[src/rtl/config_pkg.sv]
// config_pkg: loader FSM states and the chain length shared by the column top and the loader.
package config_pkg;
   localparam int CHAIN_LEN = 1024;
   typedef enum logic [2:0] {IDLE, CLEAR, FETCH, SHIFT, DONE} state_t;
endpackage

[src/rtl/config_serializer.sv]
// config_serializer: LSB-first PISO shift register with an in-word bit counter.
module config_serializer #(
   parameter int WORD_WIDTH = 8
) (
   input  logic                  clock,
   input  logic                  nreset,
   input  logic                  i_load,
   input  logic                  i_shift,
   input  logic                  i_clear,
   input  logic [WORD_WIDTH-1:0] i_data,
   output logic                  o_bit,
   output logic                  o_last
);
   localparam int CW = $clog2(WORD_WIDTH + 1);
   logic [WORD_WIDTH-1:0] r_sr;
   logic [CW-1:0]         r_cnt;
   // Zero fill keeps the chain input low once a word has been fully sent.
   always_ff @(posedge clock) begin
      if (!nreset || i_clear) begin
         r_sr  <= '0;
         r_cnt <= '0;
      end else if (i_load) begin
         r_sr  <= i_data;
         r_cnt <= '0;
      end else if (i_shift) begin
         r_sr  <= {1'b0, r_sr[WORD_WIDTH-1:1]};
         r_cnt <= r_cnt + 1'b1;
      end
   end
   assign o_bit  = r_sr[0];
   assign o_last = r_cnt == CW'(WORD_WIDTH - 1);
endmodule

[src/rtl/config_loader.sv]
// config_loader: clears the fabric, then streams CHAIN_BITS configuration bits into the shift chain
// while watching the chain's far end for non-zero bits that betray a broken chain.
module config_loader
   import config_pkg::*;
#(
   parameter int CHAIN_BITS   = CHAIN_LEN,
   parameter int WORD_WIDTH   = 8,
   parameter int CLEAR_CYCLES = 4
) (
   input  logic                  clock,
   input  logic                  nreset,
   input  logic                  start,
   input  logic [WORD_WIDTH-1:0] word_data,
   input  logic                  word_valid,
   output logic                  word_ready,
   output logic                  cfg_nreset,
   output logic                  cfg_enable,
   output logic                  cfg_data,
   input  logic                  cfg_return,
   output logic                  busy,
   output logic                  done,
   output logic                  error
);
   localparam int BW = $clog2(CHAIN_BITS + 1);
   localparam int KW = $clog2(CLEAR_CYCLES + 1);
   state_t        r_state;
   logic [BW-1:0] r_bit_cnt;
   logic [KW-1:0] r_clr_cnt;
   logic          r_cfg_nreset, r_cfg_enable, r_word_ready, r_busy, r_done, r_error;
   logic [BW-1:0] w_bit_nxt;
   logic          w_final, w_last, w_load, w_shift;
   assign w_bit_nxt = r_bit_cnt + 1'b1;
   assign w_final   = w_bit_nxt == BW'(CHAIN_BITS);
   assign w_load    = r_state == FETCH && word_valid && r_word_ready;
   assign w_shift   = r_state == SHIFT;
   config_serializer #(.WORD_WIDTH(WORD_WIDTH)) u_ser (
      .clock   (clock),
      .nreset  (nreset),
      .i_load  (w_load),
      .i_shift (w_shift),
      .i_clear (w_shift && w_final),
      .i_data  (word_data),
      .o_bit   (cfg_data),
      .o_last  (w_last)
   );
   always_ff @(posedge clock) begin
      if (!nreset) begin
         r_state      <= IDLE;
         r_bit_cnt    <= '0;
         r_clr_cnt    <= '0;
         r_cfg_nreset <= 1'b1;
         r_cfg_enable <= 1'b0;
         r_word_ready <= 1'b0;
         r_busy       <= 1'b0;
         r_done       <= 1'b0;
         r_error      <= 1'b0;
      end else begin
         r_done <= 1'b0;
         if (r_cfg_enable && cfg_return) r_error <= 1'b1;
         case (r_state)
            IDLE: if (start) begin
               r_state      <= CLEAR;
               r_cfg_nreset <= 1'b0;
               r_busy       <= 1'b1;
               r_error      <= 1'b0;
               r_bit_cnt    <= '0;
               r_clr_cnt    <= '0;
            end
            CLEAR: if (r_clr_cnt == KW'(CLEAR_CYCLES - 1)) begin
               r_state      <= FETCH;
               r_cfg_nreset <= 1'b1;
               r_word_ready <= 1'b1;
            end else r_clr_cnt <= r_clr_cnt + 1'b1;
            FETCH: if (w_load) begin
               r_state      <= SHIFT;
               r_word_ready <= 1'b0;
               r_cfg_enable <= 1'b1;
            end
            SHIFT: begin
               r_bit_cnt <= w_bit_nxt;
               // The chain length wins over the word boundary: leftover bits are dropped.
               if (w_final) begin
                  r_state      <= DONE;
                  r_cfg_enable <= 1'b0;
                  r_done       <= 1'b1;
               end else if (w_last) begin
                  r_state      <= FETCH;
                  r_cfg_enable <= 1'b0;
                  r_word_ready <= 1'b1;
               end
            end
            DONE: begin
               r_state <= IDLE;
               r_busy  <= 1'b0;
            end
            default: r_state <= IDLE;
         endcase
      end
   end
   assign cfg_nreset = r_cfg_nreset;
   assign cfg_enable = r_cfg_enable;
   assign word_ready = r_word_ready;
   assign busy       = r_busy;
   assign done       = r_done;
   assign error      = r_error;
endmodule

[config.mk]
export PLATFORM = sky130hd
export DESIGN_NAME = config_loader
export DESIGN_NICKNAME = d
export VERILOG_FILES = /design/src/rtl/config_pkg.sv /design/src/rtl/config_serializer.sv /design/src/rtl/config_loader.sv
export SDC_FILE = /design/constraint.sdc
export NUM_CORES = 1
export LEC_CHECK = 0
export ABC_AREA = 0
export ABC_CLOCK_PERIOD_IN_PS = 2400
export BUFFER_PORTS_ARGS = -buffer_cell sky130_fd_sc_hd__buf_4
export CORE_MARGIN = 2
export CORE_UTILIZATION = 40
export CTS_CLUSTER_SIZE = 25
export DETAILED_ROUTE_END_ITERATION = 12
export GPL_TIMING_DRIVEN = 0
export PLACE_DENSITY_LB_ADDON = 0.12
export SLEW_MARGIN = 30
export SYNTH_ARGS = -nofsm -noshare
export SYNTH_HDL_FRONTEND = slang
export SYNTH_HIERARCHICAL = 1
export SYNTH_SLANG_ARGS = --single-unit
[constraint.sdc]
create_clock -name clock -period 2.4 [get_ports clock]
set_input_delay 0 -clock clock [delete_from_list [all_inputs] [get_ports clock]]
set_output_delay 0 -clock clock [all_outputs]
set_load 0.05 [all_outputs]
==> results of run 1 <==
[routing by layer]
metal,global-route usage,share of wire,routed length (um),up-vias
met1,0.228,0.52,1970,715
met5,0,0,0,-
met4,0.0440,0.012,46,0
li1,-,-,-,807
met3,0.0470,0.031,120,5
met2,0.259,0.44,1680,24
[cell type report]
cell class,count,area [um2],area share
Buffer,12,66.3,0.0313
Clock buffer,6,82.6,0.0390
Clock inverter,1,5.00,0.00236
Inverter,5,18.8,0.00887
Multi-Input combinational cell,154,1010,0.478
Sequential cell,35,701,0.331
Tap cell,52,65.1,0.0307
Timing Repair Buffer,22,168,0.0792
[where the power goes]
group          switching (W)  internal (W)  total (W)
Clock               0.000206      0.000225   0.000431
Sequential        0.00000321      0.000587   0.000591
Combinational      0.0000510     0.0000377  0.0000887
[sequential cells by signal, summed over array words and instances (netlist names)]
name and flops:
u_ser/r_cnt 4, cfg_nreset 1, r_bit_cnt 11, r_clr_cnt 3, u_ser/r_sr 8, r_state 3
word_ready 1, busy 1, cfg_enable 1, done 1, error 1
[cells by family (layout without fill, tap and decap cells)]
| family | Yosys count | after routing | share of synthesized area |
|---|---|---|---|
| mux | 10 | 10 | 0.0565 |
| buf+inv | 17 | 46 | 0.0454 |
| compound gates | 51 | 51 | 0.187 |
| xor+xnor | 1 | 1 | 0.00489 |
| simple gates | 88 | 88 | 0.288 |
| flops | 35 | 35 | 0.391 |
| fa+ha+maj | 4 | 4 | 0.0279 |
[critical path, cell delays in order (launching register included)]
cell and delay, ns:
dfxtp_1 0.34, ha_1 0.28, a211o_1 0.30, a21boi_0 0.17, mux2i_1 0.17, nor4_4 0.40, buf_4 0.19, nor4b_1 0.04
mux2_2 0.29
[stage by stage]
stage | instance area [um2] | hold WS, ns
global placement | 2000 | 0.259
floorplan | 1790 | 0.143
detailed placement | 2000 | 0.259
global route | 2120 | 0.0181
CTS | 2100 | 0.0155
finish | 2120 | 0.0187
[how the worst min path moves through the flow]
| stage | startpoint | endpoint |
|---|---|---|
| after floorplan | word_data[7] | u_ser/r_sr[7]$_SDFFE_PP0P_ |
| after global placement | word_data[7] | u_ser/r_sr[7]$_SDFFE_PP0P_ |
| after detailed placement | word_data[7] | u_ser/r_sr[7]$_SDFFE_PP0P_ |
| after CTS | word_data[6] | u_ser/r_sr[6]$_SDFFE_PP0P_ |
| after global routing | word_data[2] | u_ser/r_sr[2]$_SDFFE_PP0P_ |
| final | word_data[6] | u_ser/r_sr[6]$_SDFFE_PP0P_ |
[cell usage in the layout (no fill, tap or decap), drive strengths merged, types with 4 or more instances in the layout]
cell | netlist | layout
clkbuf | 5 | 11
ha | 4 | 4
nand3 | 7 | 7
nor2 | 16 | 16
a31oi | 4 | 4
a21oi | 17 | 17
buf | 7 | 28
nor4 | 5 | 5
inv | 4 | 4
o22ai | 4 | 4
a211oi | 9 | 9
nor2b | 8 | 8
and2 | 5 | 5
nand4 | 4 | 4
nand2b | 4 | 4
dfxtp | 35 | 35
mux2i | 9 | 9
nand2 | 18 | 18
nor3 | 9 | 9
o21ai | 9 | 9
[what timing repair did]
action | CTS | global route
gates cloned | 0 | 0
hold endpoints to repair | 1 | 0
pin swaps | 0 | 1
resized for setup | 1 | 2
hold buffers | 1 | 0
buffers inserted | 0 | 2
setup endpoints to repair | 9 | 10
==> flow_summary.toml, run 1 <==
[route]
vias_per_cell = 5.40
drtIter0Drc = 112
drc = 0
vias = 1551
wl_per_cell_um = 13.3
detail_route.wirelength_mm = 3.81
drtPass1Iterations = 4
postRouteAntennaNets = 0

[critical_path]
worstReg2RegEnd = "u_ser/r_cnt[3]$_SDFFE_PP0P_"
start_kind = "register"
critPathLaunch = "r_bit_cnt[0]$_SDFFE_PN0P_"
crit_required_ns = 2.58
reg2reg_from = "r_bit_cnt[0]$_SDFFE_PN0P_"
critPathCaptureType = "register"
worst-endpoint-arrival_ns = 2.45
path_class = "register to register"
rr_worst_depth = 8
reg2reg_slack_ns = 0.13
cp_max_fo = 7
cp-endpoint = "u_ser/r_cnt[3]$_SDFFE_PP0P_"

[grt]
grt_max_degree = 13
grt_pass1_wl_mm = 6.69
grt_pass1_vias = 1431
grt_overflow = 0
grt_antenna_before_repair = 0
grt_usage = 0.166

[synth]
synth_area_mm2 = 0.00179
synth_top_area_cell = "dfxtp_1"
ys.flop_type = "dfxtp_1"
synth.area.top_cells = "dfxtp_1 (39%), mux2i_1 (5.0%), a21oi_1 (4.5%)"
synth_edf_count = 0
ys_types = 52
synth_top_area_frac = 0.391
synthesis.instances = 206
synth.avg_cell_area_um2 = 8.70
synth_seq_cells = 35
yosysSeqAreaShare = 0.391
syn_nets = 223
yosysMostFrequentCell = "dfxtp_1"
netlist_top_cells_count = "dfxtp_1 (35), nand2_1 (17), a21oi_1 (16)"
synth_warnings = 6
async_flop_share = 0

[sta]
period_minus_slack_ns = 2.27
skew_ns = 0.00477
hold_viol = 0
relSlewSlack = 0.493
tightest_slew_ns = 0.755
fin_tns_setup_ns = 0
rsz0062_at_grt = "true"
drv_slew = 0
setup_slack_ns = 0.127
setup_viol = 0
max_freq_ghz = 0.440
finalCritPeriodShare = 0.947

[power_and_ir_drop]
fin_total_pwr_w = 0.00111
ir_worst_vdd_mv = 0.369
power_density_mw_per_mm2 = 524
leakagePower_nw = 0.788

[clock_network]
clockBufferDepth = 2
clock_sinks = 35
clkSlewWorstSetupHoldPaths_ns = 0.07
root_buffer = "clkbuf_8"
htreeDepth = 2
clk_latency_ns = 0.28
cts_buffers = 5
cts_tree = "built"

[hold_path]
hold_class = "primary input to register"
whs_path_depth = 3

[finish]
diodes = 0
nNetsFinal = 252
final_cells = 287
area_growth_pct = 18.1
drive_above_1_share = 0.213
utilization = 0.490
n_fill_cell = 455

[placed_design]
placed_cells = 277
dp_hpwl_mm = 2.62
place_congestion = 0.754
io_buffer_count = 19
place_ws_ns = -0.0214

[die]
io_pins = 20
num_rows = 24
die_w_um = 71.0
fp.dieArea_mm2 = 0.00503
core-area_mm2 = 0.00432
die_y_um = 71.0
initial_core_util = 0.415

[status]
status = "finished clean"

[flow_run]
maxCapViolCount = 0
No activity file was read; power rests on OpenSTA's default activity.
==> inputs of run 2 (changes only) <==
Settings changed: CELL_PAD_IN_SITES_DETAIL_PLACEMENT from default to 0, CELL_PAD_IN_SITES_GLOBAL_PLACEMENT from default to 1, PLACE_DENSITY from default to 0.81, PLACE_DENSITY_LB_ADDON 0.12 to default.
==> flow_summary.toml, run 2 (synthesis gave the netlist of run 1 again) <==
[die]
io_pins = 20
die_w_um = 71.0
fp.dieArea_mm2 = 0.00503
initial_core_util = 0.415
num_rows = 24
core-area_mm2 = 0.00432
die_y_um = 71.0

[critical_path]
cp-endpoint = "u_ser/r_cnt[3]$_SDFFE_PP0P_"
worstReg2RegEnd = "u_ser/r_cnt[3]$_SDFFE_PP0P_"
worst-endpoint-arrival_ns = 2.40
reg2reg_slack_ns = 0.18
critPathCaptureType = "register"
cp_max_fo = 7
reg2reg_from = "r_bit_cnt[0]$_SDFFE_PN0P_"
critPathLaunch = "r_bit_cnt[0]$_SDFFE_PN0P_"
path_class = "register to register"
crit_required_ns = 2.57
start_kind = "register"
rr_worst_depth = 8

[finish]
final_cells = 286
diodes = 0
drive_above_1_share = 0.214
regMostFlops = "r_bit_cnt"
utilization = 0.493
largest_reg_flops = 11
multi_input_area_mm2 = 0.00102
area_growth_pct = 18.8
layout_common_cells = "dfxtp_1 (35), buf_4 (21), nand2_1 (17)"
n_fill_cell = 447
nNetsFinal = 251
top_regs = "r_bit_cnt (11), u_ser/r_sr (8), u_ser/r_cnt (4)"
final_common_cell = "dfxtp_1"
fin_area_mm2 = 0.00213
seq_area_um2 = 701

[route]
vias = 1545
detail_route.wirelength_mm = 3.88
postRouteAntennaNets = 0
drc = 0
drtPass1Iterations = 4
wl_per_cell_um = 13.6
drtIter0Drc = 130
vias_per_cell = 5.40

[sta]
drv_slew = 0
setup_viol = 0
max_freq_ghz = 0.450
finalCritPeriodShare = 0.926
relSlewSlack = 0.639
rsz0062_at_grt = "false"
period_minus_slack_ns = 2.22
tightest_slew_ns = 0.542
hold_viol = 0
skew_ns = 0.00595
fin_tns_setup_ns = 0

[placed_design]
place_area_mm2 = 0.00200
placed_cells = 277
io_buffer_count = 19
dp_hpwl_mm = 2.64
place_congestion = 0.785

[clock_network]
cts_tree = "built"
clockBufferDepth = 2
cts_buffers = 5
clkSlewWorstSetupHoldPaths_ns = 0.07
clk_latency_ns = 0.29
clock_sinks = 35
root_buffer = "clkbuf_8"
htreeDepth = 2

[flow_run]
maxCapViolCount = 0

[grt]
grt_antenna_before_repair = 0
grt_pass1_vias = 1465
grt_usage = 0.174
grt_max_degree = 13
grt_pass1_wl_mm = 6.86
grt_overflow = 0

[power_and_ir_drop]
power_density_mw_per_mm2 = 557
ir_worst_vdd_mv = 0.375
leakagePower_nw = 0.796
fin_total_pwr_w = 0.00119

[status]
status = "finished clean"

[hold_path]
hold_class = "primary input to register"
## run 2: changes by cell type in the layout (fill, tap and decap cells not counted), sizes merged
cell,before,now
bufinv,0,1
clkinv,2,1
buf,28,27
## run 2: layout make-up
type / instances / area share
buffer: 12 / 0.0299
clock buffer: 6 / 0.0341
clock inverter: 1 / 0.0141
inverter: 5 / 0.00881
multi-input combinational: 154 / 0.479
sequential: 35 / 0.329
tap: 52 / 0.0305
timing repair buffer: 21 / 0.0752
## run 2: report_power, final
part / switching (W) / total [W] / internal (W)
clock network: 0.000203 / 0.000507 / 0.000304
logic: 0.0000522 / 0.0000894 / 0.0000373
registers: 0.00000329 / 0.000591 / 0.000587
## run 2: metrics by stage
stage | setup slack (ns) | hold slack (ns)
final | 0.178 | 0.0105
after global routing | 0.0144 | 0.0149
after CTS | 0.153 | 0.00498
after detailed placement | -0.00954 | 0.286
after global placement | 0.0176 | 0.288
after floorplan | 0.371 | 0.143
## run 2: how the worst min path moves through the flow
stage	start	to	slack, ns	depth (start not counted)
4_1_cts	word_data[0]	u_ser/r_sr[0]$_SDFFE_PP0P_	0.005	3
5_1_grt	word_data[2]	u_ser/r_sr[2]$_SDFFE_PP0P_	0.01	3
6_report	word_data[0]	u_ser/r_sr[0]$_SDFFE_PP0P_	0.01	3
3_5_place_dp	word_data[7]	u_ser/r_sr[7]$_SDFFE_PP0P_	0.29	3
3_3_place_gp	word_data[7]	u_ser/r_sr[7]$_SDFFE_PP0P_	0.29	3
2_1_floorplan	word_data[7]	u_ser/r_sr[7]$_SDFFE_PP0P_	0.14	2
## run 2: worst max-delay path, stage by stage (launching register included)
cell and delay, ns:
dfxtp_1 0.34, ha_1 0.28, a211o_1 0.30, a21boi_0 0.22, mux2i_2 0.15, nor4_4 0.30
buf_4 0.19, nor4bb_1 0.05, mux2_2 0.28
## run 2: per-layer routing
| layer | GRT usage | share of wire | up-vias |
|---|---|---|---|
| li1 | - | - | 800 |
| met1 | 0.244 | 0.51 | 715 |
| met2 | 0.252 | 0.44 | 24 |
| met3 | 0.0513 | 0.036 | 6 |
| met4 | 0.0692 | 0.018 | 0 |
| met5 | 0 | 0 | - |
## run 2: timing repair
action	CTS	global route
setup buffers	0	1
gates resized for setup	1	2
cloned	0	0
hold endpoints to repair	1	0
hold buffers	1	0
endpoints found under the setup margin	4	10
pin swaps	0	1
==> inputs of run 3 (changes only) <==
Settings changed: CORE_MARGIN 2 to default, GPL_TIMING_DRIVEN 0 to default.
==> flow_summary.toml, run 3 (synthesis gave the netlist of run 1 again) <==
[status]
status = "finished clean"

[route]
postRouteAntennaNets = 0
vias = 1511
detail_route.wirelength_mm = 3.66
vias_per_cell = 5.42
drc = 0
drtIter0Drc = 43
drtPass1Iterations = 4
wl_per_cell_um = 13.1

[die]
fp.dieArea_mm2 = 0.00475
initial_core_util = 0.433
io_pins = 20
die_y_um = 69.0
num_rows = 23
core-area_mm2 = 0.00414
die_w_um = 69.0

[sta]
hold_viol = 0
skew_ns = 0.00914
period_minus_slack_ns = 2.07
setup_viol = 0
timing.hold.ws_ns = 0.0175
relSlewSlack = 0.627
rsz0062_at_grt = "false"
tightest_slew_ns = 0.559
max_freq_ghz = 0.483
fin_tns_setup_ns = 0
setup_slack_ns = 0.330
finalCritPeriodShare = 0.863
drv_slew = 0

[finish]
final_common_cell = "dfxtp_1"
largest_reg_flops = 11
top_regs = "r_bit_cnt (11), u_ser/r_sr (8), u_ser/r_cnt (4)"
fin_area_mm2 = 0.00212
n_fill_cell = 418
multi_input_area_mm2 = 0.00101
area_growth_pct = 18.1
nNetsFinal = 245
layout_common_cells = "dfxtp_1 (35), buf_4 (25), nand2_1 (17)"
drive_above_1_share = 0.205
diodes = 0
regMostFlops = "r_bit_cnt"
seq_area_um2 = 701

[hold_path]
hold_end = "u_ser/r_sr[3]$_SDFFE_PP0P_"
hp-start = "word_data[3]"
hold_class = "primary input to register"
whs_path_depth = 3

[critical_path]
worstReg2RegEnd = "u_ser/r_sr[3]$_SDFFE_PP0P_"
crit_required_ns = 2.60
rr_worst_depth = 7
path_class = "register to register"
reg2reg_from = "r_bit_cnt[0]$_SDFFE_PN0P_"
reg2reg_slack_ns = 0.33
critPathCaptureType = "register"
cp_max_fo = 11
start_kind = "register"
worst-endpoint-arrival_ns = 2.27

[placed_design]
place_ws_ns = 0.334
io_buffer_count = 19
dp_hpwl_mm = 2.52
place_area_mm2 = 0.00198
place_congestion = 0.710

[clock_network]
clk_latency_ns = 0.28
post_cts_buffers = 0
cts_buffers = 5
root_buffer = "clkbuf_8"
htreeDepth = 2
clockBufferDepth = 2
clock_sinks = 35
cts_tree = "built"
clkSlewWorstSetupHoldPaths_ns = 0.08

[grt]
grt_antenna_before_repair = 0
grt_pass1_wl_mm = 6.45
grt_pass1_vias = 1427
grt_usage = 0.182
grt_overflow = 0
grt_max_degree = 18

[flow_run]
maxCapViolCount = 0

[power_and_ir_drop]
ir_worst_vdd_mv = 0.337
leakagePower_nw = 0.779
power_density_mw_per_mm2 = 576
fin_total_pwr_w = 0.00122
-- run 3: final cells by class --
class                   count  area share
flip-flops and latches     35       0.331
clock buffers               6      0.0390
well taps                  50      0.0295
inverters                   5     0.00886
multi-input cells         154       0.477
repair buffers             27      0.0981
clock inverters             2      0.0165
-- run 3: power breakdown --
group / switching (W) / total (W) / internal, W
registers: 0.00000693 / 0.000594 / 0.000587
clock network: 0.000208 / 0.000544 / 0.000336
logic: 0.0000464 / 0.0000816 / 0.0000352
total: 0.000262 / 0.00122 / 0.000959
-- run 3: per-layer routing --
metal / routed length (um) / GRT usage / vias to the layer above
li1: - / - / 791
met1: 1840 / 0.242 / 688
met2: 1640 / 0.291 / 28
met3: 149 / 0.0543 / 4
met4: 31 / 0.0383 / 0
met5: 0 / 0 / -
-- run 3: through the flow --
step / utilization / std cells
floorplan: - / 206
global placement: 0.478 / 269
detailed placement: 0.478 / 269
CTS: 0.511 / 279
global route: 0.511 / 279
finish: 0.511 / 279
-- run 3: worst max path at each step --
stage	startpoint	endpoint	slack, ns	depth (start not counted)
final	r_bit_cnt[0]$_SDFFE_PN0P_	u_ser/r_sr[3]$_SDFFE_PP0P_	0.33	7
after global routing	r_bit_cnt[0]$_SDFFE_PN0P_	u_ser/r_sr[4]$_SDFFE_PP0P_	0.12	7
after CTS	r_bit_cnt[0]$_SDFFE_PN0P_	u_ser/r_sr[4]$_SDFFE_PP0P_	0.31	7
after detailed placement	r_bit_cnt[0]$_SDFFE_PN0P_	u_ser/r_sr[4]$_SDFFE_PP0P_	0.33	7
after global placement	r_bit_cnt[0]$_SDFFE_PN0P_	u_ser/r_sr[3]$_SDFFE_PP0P_	0.32	7
after floorplan	r_bit_cnt[0]$_SDFFE_PN0P_	u_ser/r_cnt[0]$_SDFFE_PP0P_	0.37	8
-- run 3: critical path, stage by stage (launching register included) --
cell and delay [ns]:
dfxtp_1 0.37, ha_1 0.27, nand3_1 0.18, o31a_1 0.29, o22ai_2 0.20, nor4_4 0.07, nand2b_1 0.33, a211oi_1 0.27
-- run 3: repair_timing --
action,in CTS,in global routing
endpoints found under the hold margin,2,0
gates resized for setup,0,0
hold buffers,2,0
